--- config.mk ---
export PLATFORM = sky130hd
export DESIGN_NAME = csa_multiword_seq
export DESIGN_NICKNAME = d
export VERILOG_FILES = /design/src/rtl/csa_multiword_seq.sv
export SDC_FILE = /design/constraint.sdc
export NUM_CORES = 1
export LEC_CHECK = 0
export ABC_CLOCK_PERIOD_IN_PS = 10500
export CORE_MARGIN = 5
export CORE_UTILIZATION = 51
export CTS_CLUSTER_DIAMETER = 200
export DETAILED_ROUTE_END_ITERATION = 7
export PLACE_DENSITY = 0.85
export REMOVE_ABC_BUFFERS = 1
export SYNTH_ARGS = -nofsm -noshare
export SYNTH_HDL_FRONTEND = slang
export SYNTH_SLANG_ARGS = --single-unit
--- constraint.sdc ---
create_clock -name clk -period 10.5 [get_ports clk]
set_input_delay 1.05 -clock clk [delete_from_list [all_inputs] [get_ports clk]]
set_output_delay 1.05 -clock clk [all_outputs]
set_load 0.005 [all_outputs]
--- src/rtl/csa_multiword_seq.sv ---
// ---------------------------------------------------------------------------
// csa_multiword_seq
//
// Wide add/subtract built from a single SLICE-bit carry-skip adder slice.
// The slice is reused once per cycle, least-significant slice first, and the
// carry between slices is held in a register. Operands arrive over a
// valid/ready handshake. The result is held on a valid/ready handshake until
// the consumer takes it.
//
// Optional feature (compile-time macro CSA_SEQ_OVERLAP_EN):
//   When this macro is defined, a new operation can be accepted in the same
//   cycle as the output handshake. The FSM then goes straight from DONE to
//   RUN. This removes the IDLE bubble, so throughput is one operation every
//   N+1 cycles instead of every N+2.
//
// Parameters:
//   WIDTH  operand/result width; must be a multiple of SLICE
//   SLICE  bits added per cycle (width of the internal adder)
//   SKIP   skip-group size of the internal adder; must divide SLICE
//   The slice count N = WIDTH/SLICE must be at least 2.
//
// Ports:
//   clk        rising-edge clock
//   rst_n      synchronous active-low reset
//   in_valid   operand request
//   in_ready   sequencer can accept operands
//   op_a       operand A
//   op_b       operand B
//   sub        1 = A-B, 0 = A+B+cin
//   cin        carry-in for add; ignored when sub=1
//   out_valid  result available
//   out_ready  consumer takes result
//   result     sum/difference, modulo 2^WIDTH
//   cout       carry out of the MSB (for subtract: 1 = no borrow)
//   ovf        two's-complement signed overflow
//   busy       high in RUN or DONE
// ---------------------------------------------------------------------------
module csa_multiword_seq #(
  parameter int WIDTH = 64,
  parameter int SLICE = 16,
  parameter int SKIP  = 4
) (
  input  logic             clk,
  input  logic             rst_n,
  input  logic             in_valid,
  output logic             in_ready,
  input  logic [WIDTH-1:0] op_a,
  input  logic [WIDTH-1:0] op_b,
  input  logic             sub,
  input  logic             cin,
  output logic             out_valid,
  input  logic             out_ready,
  output logic [WIDTH-1:0] result,
  output logic             cout,
  output logic             ovf,
  output logic             busy
);

  localparam int N  = WIDTH / SLICE;
  localparam int NG = SLICE / SKIP;
  localparam int CW = (N > 1) ? $clog2(N) : 1;

  typedef enum logic [1:0] {
    S_IDLE = 2'd0,
    S_RUN  = 2'd1,
    S_DONE = 2'd2
  } state_t;

  // -------------------------------------------------------------------------
  // Carry-skip slice. Each SKIP-bit group ripples internally. When every bit
  // of a group propagates, the group carry-in bypasses the ripple chain and
  // drives the group carry-out directly. The function returns {cout, sum}.
  // -------------------------------------------------------------------------
  function automatic logic [SLICE:0] csa_slice(
    input logic [SLICE-1:0] a,
    input logic [SLICE-1:0] b,
    input logic             ci
  );
    logic [SLICE-1:0] p;
    logic [SLICE-1:0] g;
    logic [SLICE-1:0] s;
    logic             gc;
    logic             rc;
    logic             gp;
    p  = a ^ b;
    g  = a & b;
    s  = '0;
    gc = ci;
    for (int grp = 0; grp < NG; grp++) begin
      rc = gc;
      gp = 1'b1;
      for (int i = 0; i < SKIP; i++) begin
        s[grp*SKIP+i] = p[grp*SKIP+i] ^ rc;
        rc            = g[grp*SKIP+i] | (p[grp*SKIP+i] & rc);
        gp            = gp & p[grp*SKIP+i];
      end
      gc = gp ? gc : rc;
    end
    return {gc, s};
  endfunction

  // -------------------------------------------------------------------------
  // State and datapath registers
  // -------------------------------------------------------------------------
  state_t           r_state;
  logic [WIDTH-1:0] r_a;
  logic [WIDTH-1:0] r_b;       // already inverted for subtract
  logic             r_carry;
  logic [CW-1:0]    r_cnt;
  logic [WIDTH-1:0] r_result;
  logic             r_cout;
  logic             r_ovf;

  // -------------------------------------------------------------------------
  // Combinational signals
  // -------------------------------------------------------------------------
  state_t           w_state_nxt;
  logic             w_accept;
  logic             w_last;
  logic [SLICE-1:0] w_a_slice;
  logic [SLICE-1:0] w_b_slice;
  logic [SLICE:0]   w_slice_out;
  logic [SLICE-1:0] w_sum;
  logic             w_slice_cout;

  assign w_a_slice    = r_a[int'(r_cnt)*SLICE +: SLICE];
  assign w_b_slice    = r_b[int'(r_cnt)*SLICE +: SLICE];
  assign w_slice_out  = csa_slice(w_a_slice, w_b_slice, r_carry);
  assign w_sum        = w_slice_out[SLICE-1:0];
  assign w_slice_cout = w_slice_out[SLICE];
  assign w_last       = (r_cnt == CW'(N - 1));
  assign w_accept     = in_valid && in_ready;

  // -------------------------------------------------------------------------
  // Next-state and handshake outputs
  // -------------------------------------------------------------------------
  always_comb begin
    // NOTE: every output of this block gets a default first, so no path
    // leaves a signal unassigned and no latch is inferred.
    w_state_nxt = r_state;
    in_ready    = 1'b0;
    out_valid   = 1'b0;
    busy        = 1'b1;

    unique case (r_state)
      S_IDLE: begin
        in_ready = 1'b1;
        busy     = 1'b0;
        if (w_accept) w_state_nxt = S_RUN;
      end
      S_RUN: begin
        if (w_last) w_state_nxt = S_DONE;
      end
      S_DONE: begin
        out_valid = 1'b1;
`ifdef CSA_SEQ_OVERLAP_EN
        in_ready  = out_ready;
`endif
        if (out_ready) w_state_nxt = w_accept ? S_RUN : S_IDLE;
      end
      default: begin
        w_state_nxt = S_IDLE;
        busy        = 1'b0;
      end
    endcase
  end

  // -------------------------------------------------------------------------
  // Sequential state and datapath
  // -------------------------------------------------------------------------
  always_ff @(posedge clk) begin
    // NOTE: state is updated with non-blocking assignments, so every register
    // in this block samples pre-edge values regardless of statement order.
    if (!rst_n) begin
      r_state  <= S_IDLE;
      r_a      <= '0;
      r_b      <= '0;
      r_carry  <= 1'b0;
      r_cnt    <= '0;
      r_result <= '0;
      r_cout   <= 1'b0;
      r_ovf    <= 1'b0;
    end else begin
      r_state <= w_state_nxt;
      if (w_accept) begin
        // For subtract, A-B is computed as A + ~B + 1.
        r_a     <= op_a;
        r_b     <= sub ? ~op_b : op_b;
        r_carry <= sub | cin;
        r_cnt   <= '0;
      end else if (r_state == S_RUN) begin
        r_result[int'(r_cnt)*SLICE +: SLICE] <= w_sum;
        r_carry                              <= w_slice_cout;
        if (w_last) begin
          r_cnt  <= '0;
          r_cout <= w_slice_cout;
          // The top slice holds the sign bits of A, B' and the sum.
          r_ovf  <= (w_a_slice[SLICE-1] == w_b_slice[SLICE-1]) &&
                    (w_sum[SLICE-1] != w_a_slice[SLICE-1]);
        end else begin
          r_cnt <= r_cnt + CW'(1);
        end
      end
    end
  end

  assign result = r_result;
  assign cout   = r_cout;
  assign ovf    = r_ovf;

endmodule

* Yosys cells after proc, flatten, opt, wreduce, memory -nomap -nowiden
Cells that the tools add are included.
** Word-level totals
- Register bits after elaboration :: 199
- Output and inout bits :: 69
- Bits of input ports :: 134
- Word-level logic and storage cells :: 114
** Operators by class
- Bitwise gates (word level) :: 66
- Add/subtract/negate cells :: 2
- Reduce and logical (&&, ||, !) cells :: 9
- Muxes and demuxes :: 17
- Equal/unequal tests :: 8
- Shift operators :: 4
** Operators by type and width (number)
- $shiftx A64 B7 Y16 :: 2
- $bwmux W64 :: 1
- $mux W64 :: 1
- $not A64 Y64 :: 1
- $shift A16 B33 Y64 const A :: 1
- $shiftx A16 B33 Y64 :: 1
- $neg A6 Y33 :: 1
- $and A1 B1 Y1 :: 28
- $or A1 B1 Y1 :: 17
- $and A16 B16 Y16 :: 1
- $xor A1 B1 Y1 :: 16
- $xor A16 B16 Y16 :: 1
- $mux W1 :: 10
- $mux W2 :: 4
- $ne A2 B2 Y1 const B :: 3
- $pmux W2 S3 :: 1
- $reduce_and A3 Y1 :: 2
- $eq A2 B2 Y1 const B :: 2
- $reduce_or A2 Y1 :: 2
- $add A2 B1 Y2 const B :: 1
- $eq A2 B1 Y1 const B :: 1
- $logic_and A1 B1 Y1 :: 2
- $logic_not A2 Y1 :: 1
- $not A1 Y1 :: 2
- 4 further kinds :: 4

* Longest topological paths before layout
- Depth after elaboration :: 40
- Depth in mapped cells :: 31
- Mapped depth without buffers :: 28

* Least setup slack after synthesis
No wires, ideal clock.
- Path kind :: register to register
- From :: reg r_cnt[1]
- To :: reg r_ovf (netlist: ovf)
- Data required time :: 10.382 ns
- Path slack :: 2.378 ns
- Cell stages (with the launch flop) :: 32
- Arrival time :: 8.004 ns
- Path buffers :: 3
- Path through :: dfxtp_1 buf_2 buf_4 buf_2 mux4_2 fa_1 inv_1 fa_1 fa_1 fa_1 inv_1 mux2i_1 fa_1 fa_1 fa_1 fa_1 inv_1 a21oi_1 fa_1 fa_1 fa_1 fa_1 nand2_1 nand2_1 fa_1 fa_1 fa_1 inv_1 fa_1 xor2_1 nand4b_1 o21ai_1
** Between the ends
- Longest elaborated chain between the ends :: 38
- Elaborated cells on any way between the ends :: 52
- Classes of those cells :: 3 x eq/ne; 2 x shift; 3 x mux; 42 x bitwise; 2 x reduce/logical
** RTL lines
- from (decl) :: line 109 : logic [CW-1:0] r_cnt;
- from (signal assigned) :: line 201 : r_cnt <= r_cnt + CW'(1);
- $shiftx A64 B7 Y16, on equally long branches :: line 126, 127
- $xor A16 B16 Y16 :: line 85 : p = a ^ b;
- $and A1 B1 Y1 :: line 94 : rc = g[grp*SKIP+i] | (p[grp*SKIP+i] & rc);
- $or A1 B1 Y1 :: line 94
- $and A1 B1 Y1 :: line 94
- $or A1 B1 Y1 :: line 94
- $and A1 B1 Y1 :: line 94
- $or A1 B1 Y1 :: line 94
- (+22 left out)
- $or A1 B1 Y1 :: line 94
- $and A1 B1 Y1 :: line 94
- $or A1 B1 Y1 :: line 94
- $and A1 B1 Y1 :: line 94
- $or A1 B1 Y1 :: line 94
- $xor A1 B1 Y1 :: line 93 : s[grp*SKIP+i] = p[grp*SKIP+i] ^ rc;
- $ne A1 B1 Y1 :: line 199 : (w_sum[SLICE-1] != w_a_slice[SLICE-1]);
- $logic_and A1 B1 Y1 :: line 198 : r_ovf <= (w_a_slice[SLICE-1] == w_b_slice[SLICE-1]) &&
- to (signal assigned) :: line 198
- to (decl) :: line 112 : logic r_ovf;
Parallel ways exist; a longest one is shown, timed or not.
A chain may end at the register's enable or synchronous reset.

* Worst setup path in the final report
Same ends and word-level chain as after synthesis.

==> flow_summary.yaml <==
yosys:
  flop_and_latch_count_out_of_synthesis: 199
  yosysWarningCount: 0
  synth.lib_cells_used.distinct: 40
  yosysSeqAreaShare_pct: 41.9
  mappedNetlistArea_sq_um: 9510
  syn_avg_cell_area_sq_um: 9.45
  synthesis.instances: 1007
setup_path:
  crit_path_top_delay_cell: "sky130_fd_sc_hd__dfxtp_2"
  regToRegSetupSlack_ns: 1.88
  path_depth: 28
  worstSetupStartpointType: "register"
  rr_startpoint: "r_cnt[1]$_SDFFE_PP0P_"
  startpoint: "r_cnt[1]$_SDFFE_PP0P_"
  critical-path-max-stage-delay_ns: 0.77
  critical_path_required_ns: 10.87
  cp_arrival_ns: 8.99
  endpoint_kind: "register"
  timing.rr.end: "ovf$_SDFFE_PN0P_"
  timing.critical_path.max_delay_family: "adder cells"
  critPathMaxFanout: 21
  buffering_stage_count_on_the_worst_path_with_inverters_included: 4
  criticalPathCategory: "register to register"
  cp_common_cell: "sky130_fd_sc_hd__fa_1"
  worst-r2r-cell-count: 28
power:
  netSwitchingFraction_pct: 29.6
  power.static_leakage_nw: 5.01
  p_clk_share_pct: 33.4
  pwr-share-seq_pct: 44.6
  combPwrFrac_pct: 22.0
  max-vdd-ir-drop_mv: 0.119
  power_density_nw_per_um2: 160
  netSwitchingPower_mw: 0.574
  p_int_mw: 1.36
sta:
  fmaxAchievable_ghz: 0.116
  setup_ws_ns: 1.88
  final.period_utilization_pct: 82.1
  timing.final.setup_violations: 0
  actual_slew_at_the_worst_max_slew_pin_ns: 1.07
  tns_ns: 0
  worst_slew_margin_relative_to_its_limit_pct: 28.8
  final.min_clock_period_ns: 8.62
  clock_skew_ns: 0.0118
  rsz0062_at_grt: "no"
  finalMaxSlewViolations: 0
  timing.final.hold_violations: 0
clocking:
  clk_root_buffer_cell: "sky130_fd_sc_hd__clkbuf_16"
  cts-hold-fix-buffers: 0
  cts.htree.levels: 4
  ctsLongestPathBuffers: 2
  post_cts.repair.setup_buffers: 0
  tritoncts: "yes"
  clock_insertion_delay_worst_skew_ns: 0.44
  cts_made_buffers: 17
  postCtsResizedCells: 0
  clk_pin_slew_ns: 0.07
  sinks_on_the_clock_net: 199
place:
  placement.io_buffers: 202
  pre_cts_ws_ns: 1.93
  detailedPlacementHpwl_um: 17100
  gpl.final_weighted_congestion: 0.816
layout:
  fillerInstances: 1518
  layout-drive-gt1-share_pct: 6.83
  nNetsFinal: 1334
  area.growth.synth_to_final_pct: 27.3
detailed_routing:
  detail_route.drc_violations: 0
  detailroute.via_count: 7549
  drt.antenna.violating_nets: 0
  drt-total-wl_um: 23900
  post_drt_via_cell_ratio: 5.37
  drt_pass1_iterations: 6
  initialDrtViolationCount: 379
  wl_per_cell_um: 17.0
hold_path:
  min-delay-start: "ovf$_SDFFE_PN0P_"
  min_delay_path_depth: 2
  hold-path-endpoint: "ovf$_SDFFE_PN0P_"
  hold_crit_path_type: "register to register"
floorplanning:
  effective_utilization_at_floorplan_pct: 51.4
  design.core.area_sq_um: 18500
  die_area_sq_um: 21500
  floorplan.die.width_um: 147
  rows: 50
  top_level_ports: 203
  die_h_um: 147
grt:
  first_pass_grt_wire_length_um: 38300
  antenna_found_initial: 1
  grt_start_max_net_pins: 111
  first_global_vias: 7600
  globalRoute.totalOverflow: 0
  total_global_routing_track_utilization_pct: 22.2
status:
  status: "completed"
run:
  max_cap_violations: 0
-- area by class of cell --
type                            count  area [sq um]  share of cell area, %
Multi-Input combinational cell    692          5020                   41.5
Sequential cell                   199          3990                   32.9
Timing Repair Buffer              208          2060                   17.0
Clock buffer                       18           429                   3.54
Tap cell                          234           293                   2.42
Clock inverter                     14           160                   1.32
Inverter                           41           154                   1.27
Antenna cell                        1          2.50                 0.0207
-- state kept, by name, summed over array words and instances, names as in the netlist --
name and flops:
r_cnt 2, r_carry 1, r_a 64, cout 1, result 64, r_b 64
ovf 1, r_state 2
-- worst register-to-register path: cells and delay by family (launching register included) --
family	cells	cell delay, ns
adder cells (fa/ha/maj)	16	6.24
buffers and inverters	4	0.26
XOR/XNOR	1	0.22
multiplexers	2	0.56
AO/OA/AOI/OAI	2	0.21
AND/OR/NAND/NOR	3	0.30
flip-flops	1	0.77
-- stage by stage --
stage / hold WS, ns / area, sq um / util, % / total power, mW / instances
finish: 0.462 / 12100 / 65.4 / 1.94 / 1407
global route: 0.488 / 12100 / 65.4 / 2.03 / 1407
CTS: 0.466 / 12100 / 65.4 / 1.95 / 1406
detailed placement: 0.456 / 11500 / 62.2 / 1.31 / 1374
global placement: 0.443 / 11500 / 62.2 / 1.29 / 1374
floorplan: 0.440 / 9150 / - / 1.13 / 932
-- how the worst max path moves through the flow --
| stage | to | slack (ns) |
|---|---|---|
| floorplan | ovf$_SDFFE_PN0P_ | 1.73 |
| global placement | ovf$_SDFFE_PN0P_ | 2.09 |
| detailed placement | ovf$_SDFFE_PN0P_ | 1.93 |
| CTS | ovf$_SDFFE_PN0P_ | 1.84 |
| global route | ovf$_SDFFE_PN0P_ | 1.42 |
| finish | ovf$_SDFFE_PN0P_ | 1.88 |
-- power by group through the flow --
| stage | Sequential (mW) | Clock (mW) | Combinational (mW) |
|---|---|---|---|
| after CTS | 0.864 | 0.658 | 0.429 |
| final | 0.864 | 0.647 | 0.427 |
| after detailed placement | 0.881 | 0 | 0.425 |
| after global placement | 0.877 | 0 | 0.416 |
| after floorplan | 0.871 | 0 | 0.262 |
| after global routing | 0.872 | 0.691 | 0.468 |
-- cell usage in the layout (no fill, tap or decap), drive strengths merged, types with 6 or more instances in the layout --
| master | instances |
|---|---|
| nor2b | 9 |
| mux4 | 32 |
| xnor2 | 64 |
| fa | 16 |
| nand4 | 6 |
| a21boi | 64 |
| nand2 | 259 |
| and2 | 58 |
| ha | 25 |
| clkbuf | 18 |
| buf | 8 |
| o21ai | 59 |
| inv | 48 |
| o211a | 64 |
| clkdlybuf4s50 | 200 |
| a22oi | 8 |
| dfxtp | 199 |
-- logic make-up after synthesis --
kind of cell | after synthesis | synth area share, %
AND/OR/NAND/NOR | 347 | 16.0
multiplexers | 35 | 7.89
adder cells (fa/ha/maj) | 41 | 6.66
AO/OA/AOI/OAI | 204 | 16.2
flip-flops | 199 | 41.9
XOR/XNOR | 65 | 5.98
buffers and inverters | 116 | 5.39
-- cell usage after synthesis --
library cell / count / area share (%)
sky130_fd_sc_hd__a21boi_0: 64 / 5.1
sky130_fd_sc_hd__a21oi_1: 4 / 0.21
sky130_fd_sc_hd__a22oi_1: 8 / 0.63
sky130_fd_sc_hd__a31oi_1: 1 / 0.066
sky130_fd_sc_hd__a41oi_1: 1 / 0.092
sky130_fd_sc_hd__and2_1: 58 / 3.8
sky130_fd_sc_hd__and2b_1: 1 / 0.079
sky130_fd_sc_hd__and3_1: 1 / 0.066
sky130_fd_sc_hd__buf_1: 1 / 0.039
sky130_fd_sc_hd__buf_2: 35 / 1.8
sky130_fd_sc_hd__buf_4: 3 / 0.24
sky130_fd_sc_hd__buf_6: 3 / 0.36
sky130_fd_sc_hd__clkbuf_1: 33 / 1.3
sky130_fd_sc_hd__dfxtp_1: 199 / 42
sky130_fd_sc_hd__fa_1: 16 / 3.4
sky130_fd_sc_hd__ha_1: 25 / 3.3
sky130_fd_sc_hd__inv_1: 40 / 1.6
sky130_fd_sc_hd__inv_2: 1 / 0.039
sky130_fd_sc_hd__mux2i_1: 3 / 0.32
sky130_fd_sc_hd__mux4_2: 32 / 7.6
sky130_fd_sc_hd__nand2_1: 258 / 10
sky130_fd_sc_hd__nand2_2: 1 / 0.066
sky130_fd_sc_hd__nand2b_1: 1 / 0.066
sky130_fd_sc_hd__nand3b_1: 1 / 0.079
sky130_fd_sc_hd__nand4_1: 5 / 0.33
sky130_fd_sc_hd__nand4_2: 1 / 0.13
sky130_fd_sc_hd__nand4b_1: 1 / 0.092
sky130_fd_sc_hd__nor2_1: 5 / 0.20
sky130_fd_sc_hd__nor2b_1: 9 / 0.59
sky130_fd_sc_hd__nor3_1: 3 / 0.16
sky130_fd_sc_hd__o211a_1: 64 / 6.7
sky130_fd_sc_hd__o21ai_0: 28 / 1.5
sky130_fd_sc_hd__o21ai_1: 31 / 1.6
sky130_fd_sc_hd__o221a_2: 1 / 0.12
sky130_fd_sc_hd__o22ai_1: 1 / 0.066
sky130_fd_sc_hd__o311ai_0: 1 / 0.092
sky130_fd_sc_hd__or3_1: 1 / 0.066
sky130_fd_sc_hd__or3_4: 1 / 0.12
sky130_fd_sc_hd__xnor2_1: 64 / 5.9
sky130_fd_sc_hd__xor2_1: 1 / 0.092
-- routing by layer --
layer  global-route usage, %  vias to the layer above  share of wire, %
li1                        -                     3673                 -
met1                    26.7                     3603                41
met2                    38.6                      213                50
met3                    4.07                       60               4.9
met4                    10.1                        0               3.8
met5                       0                        -                 0
(Power assumes the default switching activity.)
